File: src/rtl/control_unit.sv
// Multi-cycle control unit: fetches 16-bit instructions from a combinational ROM
// and sequences register-file, data-memory and ALU control as a Moore FSM.
module control_unit #(
  parameter int unsigned PC_W = 7
) (
  input  logic            Clk,
  input  logic            Reset,
  input  logic [15:0]     IR_in,
  output logic [PC_W-1:0] PC_addr,
  output logic [7:0]      D_addr,
  output logic            D_wr,
  output logic            RF_s,
  output logic [3:0]      RF_W_addr,
  output logic            RF_W_en,
  output logic [3:0]      RF_Ra_addr,
  output logic [3:0]      RF_Rb_addr,
  output logic [2:0]      ALU_s0,
  output logic [3:0]      State
);

  typedef enum logic [3:0] {
    INIT   = 4'd0,
    FETCH  = 4'd1,
    DECODE = 4'd2,
    NOOP   = 4'd3,
    LOAD_A = 4'd4,
    LOAD_B = 4'd5,
    STORE  = 4'd6,
    ALU_OP = 4'd7,
    HALT   = 4'd8
  } state_t;

  state_t          state, next_state;
  logic [PC_W-1:0] pc;
  logic [15:0]     ir;

  always_ff @(posedge Clk) begin
    if (Reset) begin
      state <= INIT;
      pc    <= '0;
      ir    <= '0;
    end else begin
      state <= next_state;
      if (state == FETCH) begin
        ir <= IR_in;
        pc <= pc + PC_W'(1);
      end
    end
  end

  always_comb begin
    next_state = state;
    case (state)
      INIT:   next_state = FETCH;
      FETCH:  next_state = DECODE;
      DECODE: begin
        // Any opcode outside the defined set falls through to NOOP.
        if (ir[15])                  next_state = ALU_OP;
        else if (ir[15:12] == 4'h1)  next_state = LOAD_A;
        else if (ir[15:12] == 4'h2)  next_state = STORE;
        else if (ir[15:12] == 4'h5)  next_state = HALT;
        else                         next_state = NOOP;
      end
      NOOP:   next_state = FETCH;
      LOAD_A: next_state = LOAD_B;
      LOAD_B: next_state = FETCH;
      STORE:  next_state = FETCH;
      ALU_OP: next_state = FETCH;
      HALT:   next_state = HALT;
      default: next_state = INIT;
    endcase
  end

  always_comb begin
    D_addr     = '0;
    D_wr       = 1'b0;
    RF_s       = 1'b0;
    RF_W_addr  = '0;
    RF_W_en    = 1'b0;
    RF_Ra_addr = '0;
    RF_Rb_addr = '0;
    ALU_s0     = '0;
    case (state)
      // The write is held back to LOAD_B to cover the one-cycle data RAM read latency.
      LOAD_A, LOAD_B: begin
        D_addr    = ir[11:4];
        RF_s      = 1'b1;
        RF_W_addr = ir[3:0];
        RF_W_en   = (state == LOAD_B);
      end
      STORE: begin
        D_addr     = ir[7:0];
        RF_Ra_addr = ir[11:8];
        D_wr       = 1'b1;
      end
      ALU_OP: begin
        RF_Ra_addr = ir[11:8];
        RF_Rb_addr = ir[7:4];
        ALU_s0     = ir[14:12];
        RF_W_addr  = ir[3:0];
        RF_W_en    = 1'b1;
      end
      default: ;
    endcase
  end

  assign PC_addr = pc;
  assign State   = state;

endmodule
File: config.mk
export PLATFORM = sky130hd
export DESIGN_NAME = control_unit
export DESIGN_NICKNAME = d
export VERILOG_FILES = /design/src/rtl/control_unit.sv
export SDC_FILE = /design/constraint.sdc
export NUM_CORES = 1
export LEC_CHECK = 0
export ABC_AREA = 1
export BUFFER_PORTS_ARGS = -buffer_cell sky130_fd_sc_hd__buf_2
export CAP_MARGIN = 20
export CORE_UTILIZATION = 45
export CTS_CLUSTER_DIAMETER = 150
export DETAILED_ROUTE_END_ITERATION = 10
export GPL_TIMING_DRIVEN = 0
export PLACE_DENSITY_LB_ADDON = 0.2
export RECOVER_POWER = 50
export SYNTH_ARGS = -nofsm -noshare
export SYNTH_HDL_FRONTEND = slang
export SYNTH_SLANG_ARGS = --single-unit
File: constraint.sdc
create_clock -name Clk -period 1.5 [get_ports Clk]
set_clock_uncertainty 0.05 [all_clocks]
set_input_delay 0.3 -clock Clk [delete_from_list [all_inputs] [get_ports Clk]]
set_output_delay 0.3 -clock Clk [all_outputs]
set_load 0.01 [all_outputs]
* Word-level counts from Yosys, hierarchy flattened
Cells that the tools add are included.
Storage, ports and cells: register bits after elaboration 27, logic and storage cells 33, output and inout bits 37, input bits 18
Operators by class: muxes and demuxes 13, $add $sub $neg 1, reductions and logical operators 5, equal/unequal tests 11
Operator list (number):
- two-way mux 4 bit | 7
- == test 4 x 3 -> 1 bit, second input constant | 5
- one-hot mux 4 bit (5 select lines) | 1
- one-hot mux 8 bit (2 select lines) | 1
- == test 4 x 2 -> 1 bit, second input constant | 3
- == test 4 x 1 -> 1 bit, second input constant | 2
- adder 7 x 1 -> 7 bit, second input constant | 1
- OR reduction 5 bit | 1
- == test 4 bit, second input constant | 1
- logical NOT 4 bit | 1
- OR reduction 2 bit | 2
- two-way mux 3 bit | 1
- OR reduction 3 bit | 1
- two-way mux 1 bit | 2
- one-hot mux 1 bit (2 select lines) | 1

* Depth between registers and ports, before layout
Gate-level depths: netlist (run 1).
depth in word-level cells 6, gate-level depth with buffers 7, mapped depth without buffers 7

* Least setup slack after synthesis (run 1)
Ideal clock, no wire load.
path kind register -> output, start point register state[2] (netlist: State[2]), end point output ALU_s0[0], arrival time 1.099 ns, stages on the path, launching flop included 5, slack 0.051 ns, cell sequence dfxtp_1 -> inv_1 -> nor2_2 -> nand3_1 -> nor2_1
On the way: longest elaborated chain between the ends 2
RTL lines:
- from (decl) | line 33 | state_t state, next_state;
- from (signal assigned) | line 43 | state <= next_state;
- == test 4 x 3 -> 1 bit | line 83 | case (state)
- two-way mux 3 bit | line 83
- to (decl) | line 17 | output logic [2:0] ALU_s0,
Every way passes these cells.

* Worst setup path in the final report (run 1)
start point register state[2] (netlist: State[2]), end point output D_addr[5]
On the way: longest elaborated chain between the ends 3
RTL lines:
- == test 4 x 3 -> 1 bit | line 83
- OR reduction 2 bit | line 83
- one-hot mux 8 bit (2 select lines) * | line 83
- to (decl) | line 10 | output logic [7:0] D_addr,
Every way passes the cells marked *; elsewhere a longest branch is shown, timed or not.

==> impl_metrics.env, run 1 <==
export IMPL_ir_drop_mv=0.837
export IMPL_fin_cells=288
export IMPL_critPathRequiredTime_ns=1.15
export IMPL_via_per_inst=4.98
export IMPL_maxCapViolCount=0
export IMPL_antenna_left=0
export IMPL_tightestPinTransition_ns=0.398
export IMPL_tritoncts="yes"
export IMPL_crit_buf_inv=3
export IMPL_powerDensity_nw_per_um2=1150
export IMPL_drtPass1Iterations=4
export IMPL_netlist_area_sq_um=1310
export IMPL_insertedDiodeCount=0
export IMPL_max_slew_margin=0.734
export IMPL_synthToLayoutAreaGrowth_pct=39.4
export IMPL_vias=1435
export IMPL_path_depth=6
export IMPL_dp_cells=274
export IMPL_clock_latency_ns=0.32
export IMPL_finalCriticalPeriod_ns=1.76
export IMPL_routed_wl_microns=3370
export IMPL_root_buffer="clkbuf_4"
export IMPL_rows=19
export IMPL_status="complete, but fails checks"
export IMPL_grt_pass1_wl_microns=5580
export IMPL_grt_max_degree=15
export IMPL_hp_class="input port to flip-flop"
export IMPL_cts_inserted_buffers=3
export IMPL_path_cells="inv_2, nor2_4, buf_12, nand3_2, o22ai_1, buf_2"
export IMPL_drive_gt1_frac=0.339
export IMPL_fin_tns_setup_ns=-5.14
export IMPL_leakage_nw=0.855
export IMPL_failed_checks="negative setup slack"
export IMPL_htreeDepth=1
export IMPL_crit_start="State[2]"
export IMPL_rsz0062_at_grt="true"
export IMPL_regToRegSetupSlack_ns=0.13
export IMPL_post_drt_wl_per_cell_microns=11.7
export IMPL_cp_slowest_cell="dfxtp_2"
export IMPL_r2r_start="State[2]"
export IMPL_clock_sinks=27
export IMPL_clkPwrFrac=0.151
export IMPL_io_pins=55
export IMPL_critical_path_class="flip-flop to output port"
export IMPL_synth_seq_area_share=0.414
export IMPL_power_frac_comb=0.392
export IMPL_synth_warnings=0
export IMPL_seqPwrFrac=0.457
export IMPL_ys_ff_latch=27
export IMPL_ys_types=20
export IMPL_port_buffer_count=54
export IMPL_grt_overflow=0
export IMPL_hold_buffers=0
export IMPL_drt_initial_drc_count=43
export IMPL_fin_ws_ns=-0.256
export IMPL_antenna_found_initial=0
export IMPL_die_area_sq_um=3120
export IMPL_netlist_instances=189
export IMPL_fmax_mhz=569
export IMPL_final_hold_viol_count=0
export IMPL_nets=277
export IMPL_cp_arrival_ns=1.41
export IMPL_final_period_utilization=1.17
export IMPL_endpoint="D_addr[5]"
export IMPL_hpwl_microns=2360
export IMPL_clkTransAtPathRegs_ns=0.15
export IMPL_clk_path_buf_depth=2
export IMPL_track_usage=0.221
export IMPL_power_internal_w=0.00127
export IMPL_worstSetupStartpointType="flip-flop"
export IMPL_rr_endpoint="PC_addr[0]"
export IMPL_netSwitchingPower_w=0.000819
export IMPL_crit_path_end_kind="output port"
export IMPL_setup_viol=26
export IMPL_p_sw_frac=0.393
export IMPL_coreArea_sq_um=2760
export IMPL_slowest_delay_ns=0.36
export IMPL_hold_start="Reset"
export IMPL_die_w_microns=55.9
export IMPL_synth_nets=208
export IMPL_die_h_microns=55.9
export IMPL_drc=0
export IMPL_critPathTopFamily="flip-flops"
export IMPL_syn_mean_instance_area_sq_um=6.90
export IMPL_finalMaxSlewViolations=0
export IMPL_reg2reg_depth=6
export IMPL_grt_pass1_vias=1304
export IMPL_start_util=0.473
export IMPL_crit_fanout=6
export IMPL_gp_congestion=0.804
==> flip-flops by register name, summed over array words and instances (netlist names) <==
| register | cells |
|---|---|
| PC_addr | 7 |
| State | 4 |
| ir | 16 |
==> power groups by stage <==
stage,Clock (W),Combinational [W],Sequential [W]
global placement,0,0.000685,0.000960
floorplan,0,0.000491,0.000968
global route,0.000341,0.000921,0.000970
detailed placement,0,0.000697,0.000963
CTS,0.000314,0.000800,0.000952
finish,0.000315,0.000818,0.000954
==> synth_stat cells (all sizes together) <==
library cell,n,area share
nand4,3,0.014
nor2,33,0.10
dfxtp,27,0.41
clkbuf,2,0.0058
a21oi,23,0.088
buf,3,0.021
inv,34,0.098
nand2,23,0.070
o22ai,8,0.038
nand3,14,0.067
ha,1,0.0096
o21ai,18,0.069
==> routing by layer <==
layer / vias to the layer above / wire [microns] / global-route usage
met2: 40 / 1670 / 0.406
met3: 2 / 177 / 0.0395
li1: 749 / - / -
met1: 644 / 1500 / 0.258
met5: - / 0 / 0
met4: 0 / 15 / 0.0697
==> final cells by class <==
type,instances,area (sq um)
clock buffers,4,26.3
inverters,34,128
plain buffers,5,35.0
repair buffers,63,345
multi-input cells,124,693
well taps,31,38.8
fillers,264,938
flip-flops and latches,27,553
==> kinds of logic (layout without fill, tap and decap cells) <==
| logic type | after synthesis | in the layout | synth area share |
|---|---|---|---|
| buf+inv | 39 | 106 | 0.125 |
| simple gates | 73 | 74 | 0.256 |
| compound gates | 49 | 49 | 0.196 |
| flops | 27 | 27 | 0.414 |
| fa+ha+maj | 1 | 1 | 0.00959 |
==> stage by stage <==
| step | utilization | cell area, sq um | hold WS [ns] | power (W) | worst slack [ns] |
|---|---|---|---|---|---|
| global placement | 0.585 | 1610 | 0.417 | 0.00165 | -0.125 |
| global route | 0.660 | 1820 | 0.132 | 0.00223 | -0.327 |
| finish | 0.660 | 1820 | 0.117 | 0.00209 | -0.256 |
| detailed placement | 0.585 | 1610 | 0.426 | 0.00166 | -0.121 |
| floorplan | - | 1310 | 0.319 | 0.00146 | 0.0511 |
| CTS | 0.646 | 1780 | 0.128 | 0.00207 | -0.226 |
==> cells in the final DEF, fill, tap and decap left out <==
master | netlist | layout
buf_2 | 1 | 48
inv_1 | 33 | 31
nor2_1 | 30 | 26
dfxtp_1 | 27 | 23
a21oi_1 | 23 | 23
nand2_1 | 21 | 20
o21ai_0 | 15 | 15
nand3_1 | 12 | 11
clkbuf_1 | 2 | 10
buf_4 | 0 | 7
nor2_2 | 2 | 5
o22ai_1 | 8 | 4
o22ai_2 | 0 | 4
dfxtp_4 | 0 | 3
inv_2 | 1 | 3
nand3_4 | 1 | 3
buf_6 | 2 | 3
o21ai_1 | 3 | 3
nand4_1 | 3 | 3
clkbuf_4 | 0 | 3
nor2_4 | 1 | 2
dfxtp_2 | 0 | 1
nand2_8 | 0 | 1
nand2_4 | 0 | 1
nand2_2 | 2 | 1
ha_1 | 1 | 1
nand3_2 | 1 | 1
buf_12 | 0 | 1
==> worst min path at each step <==
stage               end  slack, ns  cells after the start
6_report       State[3]       0.12                      2
2_1_floorplan  State[0]       0.32                      1
4_1_cts        State[1]       0.13                      2
3_3_place_gp      ir[2]       0.42                      2
3_5_place_dp      ir[0]       0.43                      2
5_1_grt        State[2]       0.13                      2
==> what timing repair did <==
item / CTS / global route
gates resized for setup: 17 / 10
pin swaps: 4 / 4
setup endpoints to repair: 26 / 26
cloned: 1 / 0
setup buffers: 7 / 2
(Power assumes the default switching activity.)
==> run 2: changes to the inputs <==
Settings changed: SETUP_SLACK_MARGIN set to 0.15.
==> run 2 against run 1 <==
Against the previous run:
- non-clock buffer count grew 3
- setup slack got worse by 0.0099 ns
- die area did not move
- cell count grew 1.4%
- the run still ends with negative setup slack left
- combinational power increased by 14%
- highest routed layer unchanged
- largest power group unchanged
- fmax decreased by 0.56%
- first-iteration DRC count is 35% higher
- sequential power rose by 1%
- count of clock-buffer cells in the layout unchanged
- flip-flop and latch count unchanged
==> impl_metrics.env, run 2 (synthesized netlist as in run 1, its figures left out) <==
export IMPL_status="complete, but fails checks"
export IMPL_failed_checks="negative setup slack"
export IMPL_drtPass1Iterations=4
export IMPL_cts_inserted_buffers=3
export IMPL_post_dp_cell_area_sq_um=1700
export IMPL_top_register="ir"
export IMPL_hold_start="Reset"
export IMPL_crit_path_end_kind="output port"
export IMPL_gp_congestion=0.809
export IMPL_maxCapViolCount=0
export IMPL_vias=1476
export IMPL_rsz0062_at_grt="true"
export IMPL_hpwl_microns=2360
export IMPL_stdcell_area_sq_um=1910
export IMPL_drive_gt1_frac=0.379
export IMPL_worstSetupStartpointType="flip-flop"
export IMPL_grt_max_degree=15
export IMPL_antenna_left=0
export IMPL_rr_endpoint="ir[8]"
export IMPL_cp_arrival_ns=1.42
export IMPL_max_slew_margin=0.720
export IMPL_finalCriticalPeriod_ns=1.77
export IMPL_coreArea_sq_um=2760
export IMPL_nFillCells=244
export IMPL_drt_initial_drc_count=58
export IMPL_grt_overflow=0
export IMPL_grt_pass1_vias=1302
export IMPL_final_common_cell="buf_2"
export IMPL_insertedDiodeCount=0
export IMPL_reg2reg_depth=6
export IMPL_leakage_nw=0.883
export IMPL_root_buffer="clkbuf_4"
export IMPL_die_w_microns=55.9
export IMPL_path_cells="nor2_4, buf_12, buf_4, nand2_4, nor2_2, buf_2"
export IMPL_setup_viol=34
export IMPL_port_buffer_count=54
export IMPL_post_drt_wl_per_cell_microns=12.6
export IMPL_routed_wl_microns=3680
export IMPL_htreeDepth=1
export IMPL_track_usage=0.226
export IMPL_drc=0
export IMPL_die_h_microns=55.9
export IMPL_fmax_mhz=566
export IMPL_slowest_delay_ns=0.38
export IMPL_antenna_found_initial=0
export IMPL_final_period_utilization=1.18
export IMPL_tritoncts="yes"
export IMPL_io_pins=55
export IMPL_clk_path_buf_depth=2
export IMPL_crit_fanout=8
export IMPL_rows=19
export IMPL_powerDensity_nw_per_um2=1160
export IMPL_synthToLayoutAreaGrowth_pct=46.7
export IMPL_nets=281
export IMPL_whs_ns=0.125
export IMPL_tightestPinTransition_ns=0.419
export IMPL_via_per_inst=5.05
export IMPL_final_cell_mix="buf_2 (44), inv_1 (29), nor2_1 (25), dfxtp_1 (23), a21oi_1 (23)"
export IMPL_regToRegSetupSlack_ns=-0.04
export IMPL_fin_cells=292
export IMPL_start_util=0.473
export IMPL_clock_latency_ns=0.32
export IMPL_clock_sinks=27
export IMPL_hold_end="State[1]"
export IMPL_fin_util=0.694
export IMPL_final_hold_viol_count=0
export IMPL_dp_cells=274
export IMPL_p_total_w=0.00221
export IMPL_fin_ws_ns=-0.266
export IMPL_hold_path_depth=2
export IMPL_ir_drop_mv=0.855
export IMPL_critical_path_class="flip-flop to output port"
export IMPL_hp_class="input port to flip-flop"
export IMPL_cp_slowest_cell="dfxtp_2"
export IMPL_grt_pass1_wl_microns=5620
export IMPL_largest_reg_flops=16
export IMPL_r2r_start="State[0]"
export IMPL_critPathRequiredTime_ns=1.15
export IMPL_finalMaxSlewViolations=0
export IMPL_clkTransAtPathRegs_ns=0.14
export IMPL_die_area_sq_um=3120
[run 2: cell count changes in the layout (fill, tap and decap cells not counted), moves of 3 or more]
cell / change
buf_4: +3
o22ai_1: -4
o21ai_1: +6
o21ai_0: -7
o22ai_2: +3
buf_2: -4
buf_6: +3
[run 2: critical path, delay by kind of cell, from the launching register on]
| kind | cells | cell delay (ns) |
|---|---|---|
| buf+inv | 3 | 0.40 |
| flops | 1 | 0.38 |
| simple gates | 3 | 0.30 |
[run 2: worst max-delay path by stage]
stage	start	endpoint	slack, ns	cells after the start
final	State[3]	RF_Ra_addr[1]	-0.27	6
after global placement	State[2]	D_addr[0]	0.003	5
after detailed placement	State[2]	D_addr[0]	-0.006	5
after CTS	State[2]	D_addr[4]	-0.25	6
after global routing	State[2]	RF_Ra_addr[1]	-0.34	7
after floorplan	State[2]	ALU_s0[1]	0.17	4
[run 2: cell type report]
| type | instances | area (sq um) | share of cell area |
|---|---|---|---|
| flip-flops and latches | 27 | 551 | 0.288 |
| repair buffers | 66 | 390 | 0.204 |
| inverters | 34 | 131 | 0.0686 |
| plain buffers | 5 | 41.3 | 0.0216 |
| multi-input cells | 125 | 736 | 0.384 |
| clock buffers | 4 | 26.3 | 0.0137 |
| well taps | 31 | 38.8 | 0.0203 |
[run 2: where the power goes]
part | switching (W) | internal (W) | leakage [nW]
logic | 0.000572 | 0.000358 | 0.644
clock network | 0.000211 | 0.000104 | 0.0150
registers | 0.0000950 | 0.000872 | 0.224
[run 2: through the flow]
stage               setup slack (ns)  TNS (ns)
finish                        -0.266     -5.80
global route                  -0.338     -9.33
CTS                           -0.246     -5.55
detailed placement          -0.00594   -0.0111
global placement             0.00347         0
floorplan                      0.167         0
[run 2: metal layers]
layer | share of wire | GRT usage
met5 | 0 | 0
met4 | 0.014 | 0.0697
met3 | 0.042 | 0.0302
met2 | 0.50 | 0.391
met1 | 0.44 | 0.292
[run 2: timing repair]
action	CTS	global route
hold buffers	0	0
gates resized for setup	11	24
pin swaps	4	4
endpoints found under the setup margin	27	43
cloned	1	1
setup buffers	6	6
endpoints found under the hold margin	0	0
==> run 3: changes to the inputs <==
--- a/constraint.sdc
+++ b/constraint.sdc
@@ -4,2 +4,2 @@
 set_output_delay 0.3 -clock Clk [all_outputs]
-set_load 0.01 [all_outputs]
+set_load 0.1 [all_outputs]
==> run 3 against run 2 <==
Against the previous run:
- the flow now stops in global routing (5_1_grt)
- area after synthesis unchanged
- synthesized cell count unchanged
==> impl_metrics.env, run 3 <==
export IMPL_die_w_microns=55.9
export IMPL_synth_nets=208
export IMPL_grt_max_degree=16
export IMPL_port_buffer_count=54
export IMPL_gp_congestion=0.811
export IMPL_synth_top_flop_cell="dfxtp_1"
export IMPL_ys_ff_latch=27
export IMPL_netlist_area_sq_um=1310
export IMPL_ys_types=20
export IMPL_synth_seq_area_share=0.414
export IMPL_worst_endpoint_kind="primary output"
export IMPL_start_util=0.473
export IMPL_die_h_microns=55.9
export IMPL_synth_warnings=0
export IMPL_rows=19
export IMPL_synth_top_area_cell="dfxtp_1"
export IMPL_yosys_top_cells_area="dfxtp_1 (41%), inv_1 (9.5%), a21oi_1 (8.8%)"
export IMPL_clk_path_buf_depth=2
export IMPL_netlist_instances=189
export IMPL_synth_edf_count=0
export IMPL_firstError="[ERROR DPL-0038] Utilization greater than 100%, impossible to legalize"
export IMPL_crit_endpoint="RF_Ra_addr[0]"
export IMPL_io_pins=55
export IMPL_syn_mean_instance_area_sq_um=6.90
export IMPL_status="stopped before the end"
export IMPL_synth_top_cell_area_share=0.414
export IMPL_async_reset_ff_frac=0
export IMPL_cts_inserted_buffers=3
export IMPL_hold_buffers=0
export IMPL_clock_sinks=27
export IMPL_post_dp_cell_area_sq_um=1910
export IMPL_yosysMostFrequentCell="inv_1"
export IMPL_root_buffer="clkbuf_4"
export IMPL_haltStage="global routing (5_1_grt)"
export IMPL_synth_common_cells="inv_1 (33), nor2_1 (30), dfxtp_1 (27), a21oi_1 (23), nand2_1 (21)"
export IMPL_hpwl_microns=2530
export IMPL_htreeDepth=1
==> run 3: stage by stage <==
step	hold WS, ns	cells	worst slack (ns)	utilization
after detailed placement	0.413	274	-0.431	0.694
after CTS	0.116	286	-0.419	0.921
after floorplan	0.309	189	-0.575	-
after global placement	0.406	274	-0.410	0.694
==> run 3: kinds of logic after synthesis <==
kind of cell             after synthesis  share of synthesized area
buffers and inverters                 39                      0.125
flip-flops                            27                      0.414
AND/OR/NAND/NOR                       73                      0.256
AO/OA/AOI/OAI                         49                      0.196
adder cells (fa/ha/maj)                1                    0.00959
==> run 3: what timing repair did <==
| action | 4_1_cts |
|---|---|
| endpoints found under the setup margin | 37 |
| resized for setup | 140 |
| buffers inserted | 8 |
| pin swaps | 5 |
==> run 4: changes to the inputs <==
Settings changed: CORE_UTILIZATION 45 to 30, CTS_CLUSTER_DIAMETER 150 to unset, PLACE_DENSITY_LB_ADDON 0.2 to 0.15, SETUP_SLACK_MARGIN 0.15 to unset.
==> run 4 against run 3 <==
Against the previous run:
- the flow now finishes, with violations (negative setup slack)
==> impl_metrics.env, run 4 (synthesized netlist as in run 1, its figures left out) <==
export IMPL_status="complete, but fails checks"
export IMPL_failed_checks="negative setup slack"
export IMPL_track_usage=0.189
export IMPL_ir_drop_mv=0.974
export IMPL_critical_path_class="flip-flop to output port"
export IMPL_reg2reg_depth=6
export IMPL_tritoncts="yes"
export IMPL_max_slew_margin=0.680
export IMPL_final_cell_mix="inv_1 (30), buf_2 (25), buf_12 (24), a21oi_1 (23), nand2_1 (20)"
export IMPL_finalMaxSlewViolations=0
export IMPL_port_buffer_count=54
export IMPL_final_period_utilization=1.25
export IMPL_endpoint="RF_Rb_addr[1]"
export IMPL_grt_pass1_wl_microns=6380
export IMPL_gp_congestion=0.724
export IMPL_crit_path_end_kind="output port"
export IMPL_antenna_left=0
export IMPL_met2_usage=0.303
export IMPL_fin_tns_setup_ns=-7.95
export IMPL_grt_overflow=0
export IMPL_critPathRequiredTime_ns=1.15
export IMPL_grt_pass1_vias=1298
export IMPL_drt_initial_drc_count=66
export IMPL_leakage_nw=0.971
export IMPL_top_register="ir"
export IMPL_post_place_ws_ns=-0.419
export IMPL_r2r_start="State[2]"
export IMPL_insertedDiodeCount=0
export IMPL_tightestPinTransition_ns=0.484
export IMPL_seqPwrFrac=0.356
export IMPL_power_frac_comb=0.490
export IMPL_cp_arrival_ns=1.52
export IMPL_grt_max_degree=16
export IMPL_synthToLayoutAreaGrowth_pct=93.0
export IMPL_drtPass1Iterations=5
export IMPL_drc=0
export IMPL_die_w_microns=68.0
export IMPL_vias=1506
export IMPL_htreeDepth=1
export IMPL_io_pins=55
export IMPL_clk_path_buf_depth=2
export IMPL_hp_class="input port to flip-flop"
export IMPL_coreArea_sq_um=4090
export IMPL_use_met1=0.254
export IMPL_via_per_inst=4.87
export IMPL_rsz0062_at_grt="true"
export IMPL_regToRegSetupSlack_ns=0
export IMPL_clock_sinks=27
export IMPL_clkTransAtPathRegs_ns=0.10
export IMPL_root_buffer="clkbuf_8"
export IMPL_nets=279
export IMPL_setup_viol=28
export IMPL_crit_start="State[2]"
export IMPL_crit_fanout=7
export IMPL_fin_ws_ns=-0.368
export IMPL_final_hold_viol_count=0
export IMPL_worstSetupStartpointType="flip-flop"
export IMPL_finalCriticalPeriod_ns=1.87
export IMPL_antenna_found_initial=0
export IMPL_p_sw_frac=0.481
export IMPL_netSwitchingPower_w=0.00132
export IMPL_clock_latency_ns=0.28
export IMPL_whs_ns=0.171
export IMPL_hpwl_microns=2620
export IMPL_dp_cells=293
export IMPL_die_h_microns=68.0
export IMPL_rows=23
export IMPL_grt_busiest_layer="met2"
export IMPL_die_area_sq_um=4620
export IMPL_rr_endpoint="ir[14]"
export IMPL_drive_gt1_frac=0.459
export IMPL_fin_util=0.616
export IMPL_fmax_mhz=535
export IMPL_nFillCells=347
export IMPL_use_met3=0.0317
export IMPL_final_common_cell="inv_1"
export IMPL_largest_reg_flops=16
export IMPL_powerDensity_nw_per_um2=1090
export IMPL_post_drt_wl_per_cell_microns=13.2
export IMPL_clkPwrFrac=0.154
export IMPL_fin_cells=309
export IMPL_routed_wl_microns=4090
export IMPL_start_util=0.319
export IMPL_power_internal_w=0.00142
export IMPL_cts_inserted_buffers=3
export IMPL_maxCapViolCount=0
export IMPL_hold_buffers=0
-- run 4: worst min path at each step --
stage,start,slack [ns],depth (start not counted),end
finish,Reset,0.17,2,State[1]
global route,Reset,0.18,2,State[1]
CTS,Reset,0.17,2,State[0]
detailed placement,PC_addr[2],0.42,2,PC_addr[2]
global placement,PC_addr[2],0.41,2,PC_addr[2]
floorplan,Reset,0.31,1,State[0]
-- run 4: per-layer routing --
metal,vias up,share of wire
met5,-,0
met4,0,0.018
met3,6,0.057
met2,60,0.47
met1,678,0.46
li1,762,-
-- run 4: cell type report --
class | count | area, sq um | share of cell area
sequential | 27 | 568 | 0.226
clock buffer | 3 | 41.3 | 0.0164
tap | 50 | 62.6 | 0.0248
clock inverter | 1 | 5.00 | 0.00199
multi-input combinational | 125 | 906 | 0.360
timing repair buffer | 64 | 767 | 0.305
inverter | 34 | 138 | 0.0546
buffer | 5 | 31.3 | 0.0124
-- run 4: power groups by stage --
stage	registers [W]	logic (W)	clock network (W)
after CTS	0.000974	0.00130	0.000433
after detailed placement	0.000989	0.00120	0
after global routing	0.000990	0.00145	0.000460
after floorplan	0.00123	0.000755	0
after global placement	0.000986	0.00120	0
final	0.000974	0.00134	0.000422
-- run 4: worst max-delay path, stage by stage (launching register included) --
cell	delay, ns
dfxtp_4	0.37
inv_4	0.04
nor2_4	0.09
buf_6	0.15
nand3_4	0.22
nor2_4	0.19
buf_12	0.19
-- run 4: repair_timing --
| action | in CTS | in global routing |
|---|---|---|
| pin swaps | 6 | 3 |
| buffers inserted | 8 | 2 |
| endpoints found under the setup margin | 26 | 33 |
| endpoints found under the hold margin | 0 | 0 |
| resized for setup | 110 | 6 |
| gates cloned | 1 | 2 |
-- run 4: per-stage QoR --
step,instance area [sq um],total power (W)
floorplan,1600,0.00199
global placement,1940,0.00219
detailed placement,1940,0.00219
CTS,2480,0.00270
global route,2520,0.00290
finish,2520,0.00274
